## config.mk

```make
export PLATFORM = sky130hd
export DESIGN_NAME = conv_sipo_sched
export DESIGN_NICKNAME = d
export VERILOG_FILES = /design/src/rtl/conv_pkg.sv /design/src/rtl/mod_counter.sv /design/src/rtl/conv_sipo_sched.sv
export SDC_FILE = /design/constraint.sdc
export NUM_CORES = 1
export LEC_CHECK = 0
export CORE_MARGIN = 2
export CORE_UTILIZATION = 52
export DETAILED_ROUTE_END_ITERATION = 10
export HOLD_SLACK_MARGIN = 0.05
export PLACE_DENSITY_LB_ADDON = 0.2
export SKIP_CTS_REPAIR_TIMING = 1
export SYNTH_ARGS = -nofsm -noshare
export SYNTH_HDL_FRONTEND = slang
export SYNTH_SLANG_ARGS = --single-unit
```

## constraint.sdc

```tcl
create_clock -name clk_i -period 1.95 [get_ports clk_i]
set_clock_uncertainty 0.2 [all_clocks]
set_input_delay 0.4875 -clock clk_i [delete_from_list [all_inputs] [get_ports clk_i]]
set_output_delay 0.4875 -clock clk_i [all_outputs]
set_load 0.05 [all_outputs]
```

## src/rtl/conv_pkg.sv

```systemverilog
// Shared definitions for the column SIPO scheduler.
//   state_e   : scheduler states (fill lanes, drain vectors, flush lanes)
//   cnt_width : width of a counter running 0..n-1 (at least 1 bit)
package conv_pkg;

  typedef enum logic [1:0] {
    ST_FILL  = 2'd0,
    ST_DRAIN = 2'd1,
    ST_FLUSH = 2'd2
  } state_e;

  function automatic int cnt_width(input int n);
    return (n > 1) ? $clog2(n) : 1;
  endfunction

  localparam int FRAME_LEN_DEF = 50;
  localparam int CNT_W_DEF     = cnt_width(FRAME_LEN_DEF);

endpackage

```

## src/rtl/mod_counter.sv

```systemverilog
// Modulo counter 0..MODULUS-1.
//   clk_i, rst_i : clock, asynchronous active-high reset
//   clr_i        : synchronous clear (wins over en_i)
//   en_i         : advance by one, wrapping from MODULUS-1 to 0
//   cnt_o        : current count
//   wrap_o       : en_i asserted while the count is MODULUS-1
module mod_counter
  import conv_pkg::*;
#(
  parameter int MODULUS = 4,
  parameter int W       = cnt_width(MODULUS)
) (
  input  logic         clk_i,
  input  logic         rst_i,
  input  logic         clr_i,
  input  logic         en_i,
  output logic [W-1:0] cnt_o,
  output logic         wrap_o
);

  localparam logic [W-1:0] LAST = W'(MODULUS - 1);

  logic [W-1:0] cnt_q;
  logic [W-1:0] cnt_d;

  // next count: clear, wrap or increment
  always_comb begin
    cnt_d = cnt_q;
    if (clr_i) begin
      cnt_d = '0;
    end else if (en_i) begin
      if (cnt_q == LAST) begin
        cnt_d = '0;
      end else begin
        cnt_d = cnt_q + W'(1);
      end
    end else begin
      cnt_d = cnt_q;
    end
  end

  // count register
  always_ff @(posedge clk_i or posedge rst_i) begin
    if (rst_i) begin
      cnt_q <= '0;
    end else begin
      cnt_q <= cnt_d;
    end
  end

  assign cnt_o  = cnt_q;
  assign wrap_o = en_i && (cnt_q == LAST);

endmodule

```

## src/rtl/conv_sipo_sched.sv

```systemverilog
// Column SIPO scheduler: steers FRAME_LEN-sample columns into COLUMN_LEN
// lane FIFOs, then drains FRAME_LEN column vectors downstream.
//   clk_i, rst_i          : clock, asynchronous active-high reset
//   valid_i/last_i/ready_o: upstream sample handshake, end-of-column marker
//   enq_o                 : one-hot lane enqueue strobes
//   deq_o, flush_o        : common dequeue strobe / clear pulse to lane FIFOs
//   valid_o/last_o/ready_i: downstream vector handshake, end-of-frame marker
//   err_len_o, err_clr_i  : sticky column-length error and its clear
//   frame_cnt_o           : completed-frame count (wraps)
module conv_sipo_sched
  import conv_pkg::*;
#(
  parameter int FRAME_LEN  = 50,
  parameter int COLUMN_LEN = 8
) (
  input  logic                  clk_i,
  input  logic                  rst_i,
  input  logic                  valid_i,
  input  logic                  last_i,
  output logic                  ready_o,
  output logic [COLUMN_LEN-1:0] enq_o,
  output logic                  deq_o,
  output logic                  flush_o,
  output logic                  valid_o,
  output logic                  last_o,
  input  logic                  ready_i,
  output logic                  err_len_o,
  input  logic                  err_clr_i,
  output logic [15:0]           frame_cnt_o
);

  localparam int            CW   = cnt_width(FRAME_LEN);
  localparam logic [CW-1:0] LAST = CW'(FRAME_LEN - 1);

  state_e                  state_q, state_d;
  logic [COLUMN_LEN-1:0]   lane_sel_q;
  logic                    err_len_q;
  logic [15:0]             frame_cnt_q;

  logic [CW-1:0]           samp_cnt_s, drain_cnt_s;
  logic                    samp_wrap_s, drain_wrap_s;
  logic                    accept_s, deq_s, good_end_s, len_err_s, flush_s;

  assign accept_s   = valid_i && (state_q == ST_FILL);
  assign deq_s      = (state_q == ST_DRAIN) && ready_i;
  assign flush_s    = (state_q == ST_FLUSH);
  // samp_wrap_s already implies an accepted beat at the final sample
  assign good_end_s = samp_wrap_s && last_i;
  assign len_err_s  = accept_s && (last_i != (samp_cnt_s == LAST));

  // sample counter restarts on a bad column so the flush leaves it at 0
  mod_counter #(.MODULUS(FRAME_LEN), .W(CW)) u_samp_cnt (
    .clk_i  (clk_i),
    .rst_i  (rst_i),
    .clr_i  (len_err_s || flush_s),
    .en_i   (accept_s),
    .cnt_o  (samp_cnt_s),
    .wrap_o (samp_wrap_s)
  );

  mod_counter #(.MODULUS(FRAME_LEN), .W(CW)) u_drain_cnt (
    .clk_i  (clk_i),
    .rst_i  (rst_i),
    .clr_i  (1'b0),
    .en_i   (deq_s),
    .cnt_o  (drain_cnt_s),
    .wrap_o (drain_wrap_s)
  );

  // state register
  always_ff @(posedge clk_i or posedge rst_i) begin
    if (rst_i) begin
      state_q <= ST_FILL;
    end else begin
      state_q <= state_d;
    end
  end

  // next-state logic
  always_comb begin
    state_d = state_q;
    case (state_q)
      ST_FILL: begin
        if (len_err_s) begin
          state_d = ST_FLUSH;
        end else if (good_end_s && lane_sel_q[COLUMN_LEN-1]) begin
          state_d = ST_DRAIN;
        end else begin
          state_d = ST_FILL;
        end
      end
      ST_DRAIN: begin
        if (drain_wrap_s) begin
          state_d = ST_FILL;
        end else begin
          state_d = ST_DRAIN;
        end
      end
      ST_FLUSH: state_d = ST_FILL;
      default:  state_d = ST_FILL;
    endcase
  end

  // outputs decoded from state
  always_comb begin
    ready_o = 1'b0;
    valid_o = 1'b0;
    flush_o = 1'b0;
    case (state_q)
      ST_FILL:  ready_o = 1'b1;
      ST_DRAIN: valid_o = 1'b1;
      ST_FLUSH: flush_o = 1'b1;
      default:  ready_o = 1'b0;
    endcase
  end

  assign enq_o  = lane_sel_q & {COLUMN_LEN{accept_s}};
  assign deq_o  = deq_s;
  assign last_o = valid_o && (drain_cnt_s == LAST);

  // lane select: rotate on each good column end; the rotation out of the
  // last lane lands back on lane 0 as the frame moves to DRAIN
  always_ff @(posedge clk_i or posedge rst_i) begin
    if (rst_i) begin
      lane_sel_q <= COLUMN_LEN'(1);
    end else if (flush_s) begin
      lane_sel_q <= COLUMN_LEN'(1);
    end else if (good_end_s) begin
      lane_sel_q <= (lane_sel_q << 1) | (lane_sel_q >> (COLUMN_LEN - 1));
    end else begin
      lane_sel_q <= lane_sel_q;
    end
  end

  // sticky length error; a new error wins over a same-cycle clear
  always_ff @(posedge clk_i or posedge rst_i) begin
    if (rst_i) begin
      err_len_q <= 1'b0;
    end else if (len_err_s) begin
      err_len_q <= 1'b1;
    end else if (err_clr_i) begin
      err_len_q <= 1'b0;
    end else begin
      err_len_q <= err_len_q;
    end
  end

  // completed-frame counter, bumped on the final drain handshake
  always_ff @(posedge clk_i or posedge rst_i) begin
    if (rst_i) begin
      frame_cnt_q <= 16'd0;
    end else if (drain_wrap_s) begin
      frame_cnt_q <= frame_cnt_q + 16'd1;
    end else begin
      frame_cnt_q <= frame_cnt_q;
    end
  end

  assign err_len_o   = err_len_q;
  assign frame_cnt_o = frame_cnt_q;

endmodule

```

# Word level (Yosys, flattened, before mapping)
# Index checks and enable logic that the tools add are counted.
# op_classes
div_mod_pow	0
addsub	3
n_shift	0
reduce_logical	13
muxes	15
n_eq_ne	5
multipliers	0
n_lt_le_gt_ge	0
bitwise	2
# op_table
operator	n
$mux 6	4
$add 16x1->16 const B	1
$mux 8	2
$add 6x1->6 const B	2
$eq 6x6->1 const B	2
$and 8x8->8	1
$logic_and 1x1->1	8
$or 8x1->8	1
$mux 1	7
$reduce_bool 2->1	3
$pmux 2 s2	1
$eq 2x1->1 const B	1
$eq 2x2->1 const B	1
$logic_not 2->1	1
$mux 2	1
$logic_or 1x1->1	1
$ne 1x1->1	1
# word_totals
in_bits	6
latch_bits	0
rom_bits	0
ramBits	0
reg_bits	39
n_memories	0
elab_cells	44
output_inout_bits	30

# Longest topological paths before layout
# Gate-level depths: netlist of run 1.
# logic_depth
ltp_word	8
ltp_mapped	7

# Modules after synthesis
# Synthesis of run 1 repeated with hierarchy kept, for this count alone.
# unflattened
cells_unflattened	214
hier_area_um2	2115.8
# by_module_without_submodules
module	cells_each	instances	area_per_inst_um2
conv_sipo_sched	128	1	1312.5
mod_counter	43	2	401.6

# Least setup slack after synthesis of run 1
# OpenSTA, ideal clock, no wires.
# synth_timing
path_type	reg2out
start	register state_q[0]
end	output port enq_o[0]
t_arrival_ns	2.160
stages_incl_launch_ff	4
required_ns	1.262
setup_slack_ns	-0.898
path_cell_list	dfrtp_1 nor2_1 nand2_1 nor2_1
# synth_between
elab_chain_cells	3
# synth_lines
item	line	source
from (decl)	conv_sipo_sched.sv:35	state_e state_q, state_d;
from (signal assigned)	conv_sipo_sched.sv:75	state_q <= state_d;
$logic_not 2->1	conv_sipo_sched.sv:44	assign accept_s = valid_i && (state_q == ST_FILL);
$logic_and 1x1->1	conv_sipo_sched.sv:44	
$and 8x8->8	conv_sipo_sched.sv:117	assign enq_o = lane_sel_q & {COLUMN_LEN{accept_s}};
to (decl)	conv_sipo_sched.sv:21	output logic [COLUMN_LEN-1:0] enq_o,
# No other way between the ends.

# Worst setup path in the final report of run 1
# layout_timing
start	register u_drain_cnt.cnt_q[1], in the netlist u_drain_cnt.cnt_o[1]
end	output port last_o
# layout_between
elab_chain_cells	2
# layout_lines
item	line	source
from (decl)	mod_counter.sv:23	logic [W-1:0] cnt_q;
from (signal assigned)	mod_counter.sv:47	cnt_q <= cnt_d;
$eq 6x6->1	conv_sipo_sched.sv:119	assign last_o = valid_o && (drain_cnt_s == LAST);
$logic_and 1x1->1	conv_sipo_sched.sv:119	
to (decl)	conv_sipo_sched.sv:25	output logic last_o,
# No other way between the ends.

==> flow_summary.toml, run 1 <==
[setup_path]
cp.required_ns = 1.26
crit_arrival_ns = 1.47
worstSetupPathType = "flop to output port"
start_kind = "flop"
cp_max_fo = 2
rr_worst_depth = 6
endpoint_kind = "output port"

[cells_and_area]
n_antenna_cell = 0
design_area_um2 = 3080
instances_no_fill = 294
regArea_um2 = 980
fill_cells = 168
areaGrowthSynthToFinish_pct = 57.5
nets = 256
multi_input_area_um2 = 1010
drive_above_1_share_pct = 37.8

[die]
chipWidth_um = 65.3
initial_core_util_pct = 53.9
io_pins = 36
rows = 22
die_area_um2 = 4270
core-area_um2 = 3630
die_h_um = 65.3

[clocking]
clock_sinks = 39
cts_tree = "yes"
insertion_delay_ns = 0.28
cts_buffer_depth = 2
h-tree-depth = 2
cts_root_buffer = "clkbuf_8"
cts_buffers = 5
clkTransAtPathRegs_ns = 0.08

[yosys]
synth_top_family_by_area = "simple AND/OR/NAND/NOR gates"
synth_nets = 194
synth_compound_area_share_pct = 5.18
synthXorXnorAreaFrac_pct = 9.40
ys_warn_count = 0
avgSynthCellArea_um2 = 10.7
synth_cell_types = 41
synthCells = 183
ys_seq_area_share_pct = 49.9
ys_ff_latch = 39
synth-simple-area-share_pct = 26.5
syn_area_um2 = 1960
synthAdderAreaFrac_pct = 3.20
muxShareOfSynthArea_pct = 3.13

[placed_design]
io_buffers = 35
dp_hpwl_mm = 3.17
dp_cells = 279
place_congestion = 0.845
placed_cell_area_um2 = 2850

[timing]
rsz0062_at_grt = "true"
finalHoldViolations = 0
whs_ns = 0.349
slew_headroom_pct = 80.9
setup-violations-final = 12
slew_viol_final = 0
worstMarginPinSlew_ns = 0.285
fmax_mhz = 463
period_needed_ns = 2.16
period_share_pct = 111
setup_ws_ns = -0.210

[status]
status = "complete, but fails checks"
failed_checks = "negative setup slack"

[route]
wl_per_cell_um = 17.3
drtPass1Iterations = 4
drtAntennaViolNets = 0
route.detailed.drc = 0
drt_iter0_drc = 117
wl_mm = 5.08
num_vias = 1653
vias_per_cell = 5.62

[global_routing]
grt_pass1_wl_mm = 7.46
antenna_found_initial = 0
overflow = 0
grt_max_degree = 40
grt_pass1_vias = 1693
gr-usage-all-layers_pct = 22.6

[power]
power.density_nw_per_um2 = 573
power_leakage_nw = 1.52
ir_drop_uv = 509

[run]
cap_violations = 0

[min_path]
hold_depth = 1
hp-class = "flop to flop"
[sequential cells by signal, summed over array words and instances (netlist names)]
name,cells
frame_cnt_o,16
err_len_o,1
u_samp_cnt.cnt_o,6
u_drain_cnt.cnt_o,6
state_q,2
lane_sel_q,8
[area by class of cell]
class	instances	area share, %
Multi-Input combinational cell	132	32.9
Sequential cell	39	31.8
Timing Repair Buffer	58	27.8
Clock buffer	6	2.35
Clock inverter	2	1.95
Tap cell	48	1.95
Inverter	9	1.26
[routing by layer]
metal / GRT usage, % / vias up / routed length [µm]
li1: - / 752 / -
met1: 25.9 / 817 / 1990
met2: 40.7 / 72 / 2700
met3: 4.62 / 12 / 283
met4: 9.38 / 0 / 99
met5: 0 / - / 0
[through the flow]
step                      util (%)  total power [mW]  worst slack, ns  TNS [ns]
after floorplan                  -             0.906           0.0249         0
after global placement        78.3             0.974           -0.365     -8.38
after detailed placement      78.3             0.979           -0.404    -10.29
after CTS                     82.0              1.76           -0.407     -3.83
after global routing          84.8              1.82           -0.233     -1.47
final                         84.8              1.76           -0.210     -1.04
[worst max-delay path, stage by stage, from the launching register on]
cell and delay (ns):
dfrtp_1 0.40, inv_2 0.09, ha_4 0.15, and4bb_4 0.23, and3_4 0.20, buf_12 0.13
[kinds of logic after synthesis]
logic type	count (synthesis)
AND/OR/NAND/NOR	83
buffers and inverters	12
flip-flops	39
multiplexers	6
XOR/XNOR	21
AO/OA/AOI/OAI	17
adder cells (fa/ha/maj)	5
[cells in the final DEF (no fill, tap or decap), types with 2 or more instances in the layout]
cell type / netlist / layout
inv_1: 7 / 6
and2_4: 0 / 5
and4_1: 2 / 2
nor2_1: 20 / 16
clkdlybuf4s50_1: 0 / 3
nor3_1: 2 / 2
inv_4: 0 / 2
buf_12: 0 / 32
dfrtp_1: 38 / 36
bufinv_16: 0 / 2
a21o_1: 4 / 4
nand2_1: 18 / 17
dfrtp_2: 0 / 2
buf_4: 1 / 20
nand2_4: 0 / 2
and3_1: 5 / 4
or3_1: 3 / 3
a21oi_1: 5 / 5
o21ai_0: 5 / 5
dlymetal6s2s_1: 0 / 2
nand4_1: 7 / 7
mux2i_1: 5 / 5
nand3_1: 6 / 6
xor2_1: 12 / 12
nor2_4: 0 / 4
xnor2_1: 9 / 9
ha_1: 5 / 4
clkbuf_8: 0 / 5
[synthesized netlist by cell type]
| cell type | count | area share [%] |
|---|---|---|
| dfrtp_1 | 38 | 49 |
| nor3_1 | 2 | 0.51 |
| and4bb_4 | 1 | 0.83 |
| nand2b_1 | 1 | 0.32 |
| nor2_1 | 20 | 3.8 |
| ha_1 | 5 | 3.2 |
| and4_2 | 1 | 0.51 |
| o22a_1 | 1 | 0.45 |
| nor4_4 | 1 | 1.1 |
| o21ai_0 | 5 | 1.3 |
| nand2_1 | 18 | 3.5 |
| and3_1 | 5 | 1.6 |
| nand3_1 | 6 | 1.5 |
| and4bb_2 | 1 | 0.64 |
| o22ai_1 | 1 | 0.32 |
| inv_1 | 7 | 1.3 |
| nand2_2 | 1 | 0.32 |
| a31oi_1 | 1 | 0.32 |
| nor3_2 | 1 | 0.51 |
| and2_1 | 6 | 1.9 |
| xnor2_1 | 9 | 4.0 |
| buf_2 | 2 | 0.51 |
| nand4_4 | 1 | 1.1 |
| and4_1 | 2 | 0.90 |
| nor3b_1 | 1 | 0.38 |
| clkinv_2 | 1 | 0.26 |
| nand4_1 | 7 | 2.2 |
| or2_2 | 1 | 0.32 |
| mux2i_1 | 5 | 2.6 |
| mux2_2 | 1 | 0.58 |
| dfstp_2 | 1 | 1.3 |
| inv_2 | 1 | 0.19 |
| xor2_1 | 12 | 5.4 |
| a21oi_1 | 5 | 1.3 |
| nand4b_4 | 1 | 1.2 |
| a21o_1 | 4 | 1.5 |
| nand4bb_4 | 1 | 1.4 |
| or3_1 | 3 | 0.96 |
| buf_4 | 1 | 0.38 |
| nand3_2 | 1 | 0.51 |
| and2b_1 | 1 | 0.38 |
[final timing paths]
path                                                       start                           to  slack [ns]
worst min-delay path                 frame_cnt_o[15]$_DFFE_PP0P_  frame_cnt_o[15]$_DFFE_PP0P_        0.35
worst min register to register       frame_cnt_o[15]$_DFFE_PP0P_  frame_cnt_o[15]$_DFFE_PP0P_        0.35
max in group asynchronous                                  rst_i    lane_sel_q[0]$_DFFE_PP1P_        0.93
worst max register to register   u_samp_cnt.cnt_o[0]$_DFFE_PP0P_    lane_sel_q[6]$_DFFE_PP0P_        0.03
min in group asynchronous                                  rst_i   frame_cnt_o[4]$_DFFE_PP0P_        0.36
worst max-delay path            u_drain_cnt.cnt_o[1]$_DFFE_PP0P_                       last_o       -0.21
[report_power, final]
group / total (mW) / internal, mW / switching [mW]
Clock: 0.790 / 0.512 / 0.278
Sequential: 0.828 / 0.816 / 0.0117
Combinational: 0.147 / 0.0662 / 0.0804
Total: 1.76 / 1.39 / 0.370
Power figures use the tool's default switching activity.
==> run 2, diff against run 1 <==
--- a/config.mk
+++ b/config.mk
@@ -8,6 +8,7 @@
 export CORE_MARGIN = 2
 export CORE_UTILIZATION = 52
 export DETAILED_ROUTE_END_ITERATION = 10
+export GPL_TIMING_DRIVEN = 0
 export HOLD_SLACK_MARGIN = 0.05
 export PLACE_DENSITY_LB_ADDON = 0.2
 export SKIP_CTS_REPAIR_TIMING = 1
==> run 2 against run 1 <==
Compared with the run above: the flow still finishes with violations (negative setup slack); via count is 7.9% lower; cell area decreased by 11%; worst setup slack got worse by 0.082 ns; die area stayed put; global-route usage down 1.9 points; flip-flop and latch count is the same; critical path depth unchanged; sequential share of layout area up 4.0 points; register-to-register slack better by 0.09 ns; clock power down 34%; routed wire length fell by 17%; critical path type unchanged; critical endpoint unchanged; highest routed layer unchanged.
==> flow_summary.toml, run 2 (synthesis results as in run 1) <==
[route]
vias_per_cell = 5.34
drt_iter0_drc = 58
wl_met3_um = 174
wl_mm = 4.23
wl_per_cell_um = 14.8
drtPass1Iterations = 4
drtAntennaViolNets = 0
num_vias = 1522
routed.top_layer = "met4"
route.detailed.drc = 0
wl_met1_mm = 1.77
dr_wl_met2_mm = 2.23

[setup_path]
cp_num_buf_inv = 2
max_stage_delay_ns = 0.42
crit_chain = "inv_2 -> ha_4 -> and4bb_4 -> and3_4 -> buf_8"
rr_worst_depth = 6
crit_family = "simple AND/OR/NAND/NOR gates"
r2r_start = "u_samp_cnt.cnt_o[0]$_DFFE_PP0P_"
start_kind = "flop"
crit_arrival_ns = 1.55
r2r_slack_ns = 0.12
slowest_stage = "dfrtp_1"
endpoint_kind = "output port"
cp_max_fo = 5
worstSetupPathType = "flop to output port"
worstReg2RegEnd = "lane_sel_q[5]$_DFFE_PP0P_"
cp.required_ns = 1.26

[power]
ir_drop_uv = 472
power.density_nw_per_um2 = 537
power_leakage_nw = 1.65

[clocking]
clock_sinks = 39
h-tree-depth = 2
cts_buffer_depth = 2
cts_tree = "yes"
cts_root_buffer = "clkbuf_8"
clkTransAtPathRegs_ns = 0.07
insertion_delay_ns = 0.29
cts_buffers = 5

[global_routing]
gr-usage-all-layers_pct = 20.6
antenna_found_initial = 0
grt_max_degree = 40
grt_pass1_wl_mm = 6.64
overflow = 0
grt_pass1_vias = 1428

[cells_and_area]
design_area_um2 = 2740
largest_reg_flops = 16
drive_above_1_share_pct = 28.7
fill_cells = 241
areaGrowthSynthToFinish_pct = 40.2
layout_commonest_cell = "dfrtp_1"
final_cell_mix = "dfrtp_1 (35), dlymetal6s2s_1 (19), nand2_1 (17)"
n_antenna_cell = 0
instances_no_fill = 285
nets = 247

[timing]
rsz0062_at_grt = "true"
setup-tns-final_ns = -1.39
period_share_pct = 115
setup-violations-final = 10
setup_ws_ns = -0.292
worstMarginPinSlew_ns = 0.808
finalHoldViolations = 0
slew_headroom_pct = 46.0
fmax_mhz = 446
period_needed_ns = 2.24
slew_viol_final = 0

[die]
io_pins = 36
die_area_um2 = 4270
core-area_um2 = 3630
die_h_um = 65.3
rows = 22
initial_core_util_pct = 53.9
chipWidth_um = 65.3

[status]
status = "complete, but fails checks"
failed_checks = "negative setup slack"

[placed_design]
place_congestion = 0.883
placed_cell_area_um2 = 2420
dp_cells = 266
io_buffers = 35
place_ws_ns = -1.24
dp_hpwl_mm = 2.73

[run]
cap_violations = 0

[min_path]
hp-class = "flop to flop"
hold_depth = 1
hp-start = "frame_cnt_o[15]$_DFFE_PP0P_"
hold_end = "frame_cnt_o[15]$_DFFE_PP0P_"
[run 2: cell type report]
class	count	area, µm²	area share, %
multi-input cells	132	1020	37.2
flip-flops and latches	39	981	35.8
repair buffers	46	528	19.3
clock buffers	7	76.3	2.78
well taps	48	60.1	2.19
inverters	9	48.8	1.78
plain buffers	3	23.8	0.867
clock inverters	1	5.00	0.182
[run 2: layer usage]
metal / GRT usage (%) / vias to the layer above
met1: 26.0 / 749
li1: - / 736
met3: 5.65 / 7
met2: 34.3 / 30
met5: 0 / -
met4: 7.03 / 0
[run 2: worst max-delay path by stage]
stage | cells past startpoint | to | start
3_3_place_gp | 5 | enq_o[1] | valid_i
4_1_cts | 5 | enq_o[1] | valid_i
6_report | 5 | last_o | u_drain_cnt.cnt_o[1]$_DFFE_PP0P_
3_5_place_dp | 5 | enq_o[1] | valid_i
2_1_floorplan | 3 | enq_o[0] | state_q[0]$_DFF_PP0_
5_1_grt | 5 | last_o | u_drain_cnt.cnt_o[1]$_DFFE_PP0P_
[run 2: worst reg2reg max path: cells and delay by family, from the launching register on]
family	cells	cell delay, ns
adder cells (fa/ha/maj)	1	0.22
buffers and inverters	1	0.25
flip-flops	1	0.42
multiplexers	1	0.22
AND/OR/NAND/NOR	3	0.42
[run 2: stage by stage]
step           hold WS, ns  total power, mW  utilization (%)
6_report             0.276             1.47             75.5
5_1_grt              0.298             1.53             75.5
4_1_cts              0.283             1.46             68.8
3_5_place_dp         0.269            0.945             66.5
3_3_place_gp         0.263            0.942             66.5
2_1_floorplan        0.269            0.906                -
[run 2: power by group]
part | switching, mW | leakage (nW) | internal [mW]
clock | 0.274 | 0.0422 | 0.251
combinational | 0.0745 | 1.08 | 0.0468
sequential | 0.00955 | 0.528 | 0.817
total | 0.358 | 1.65 | 1.11
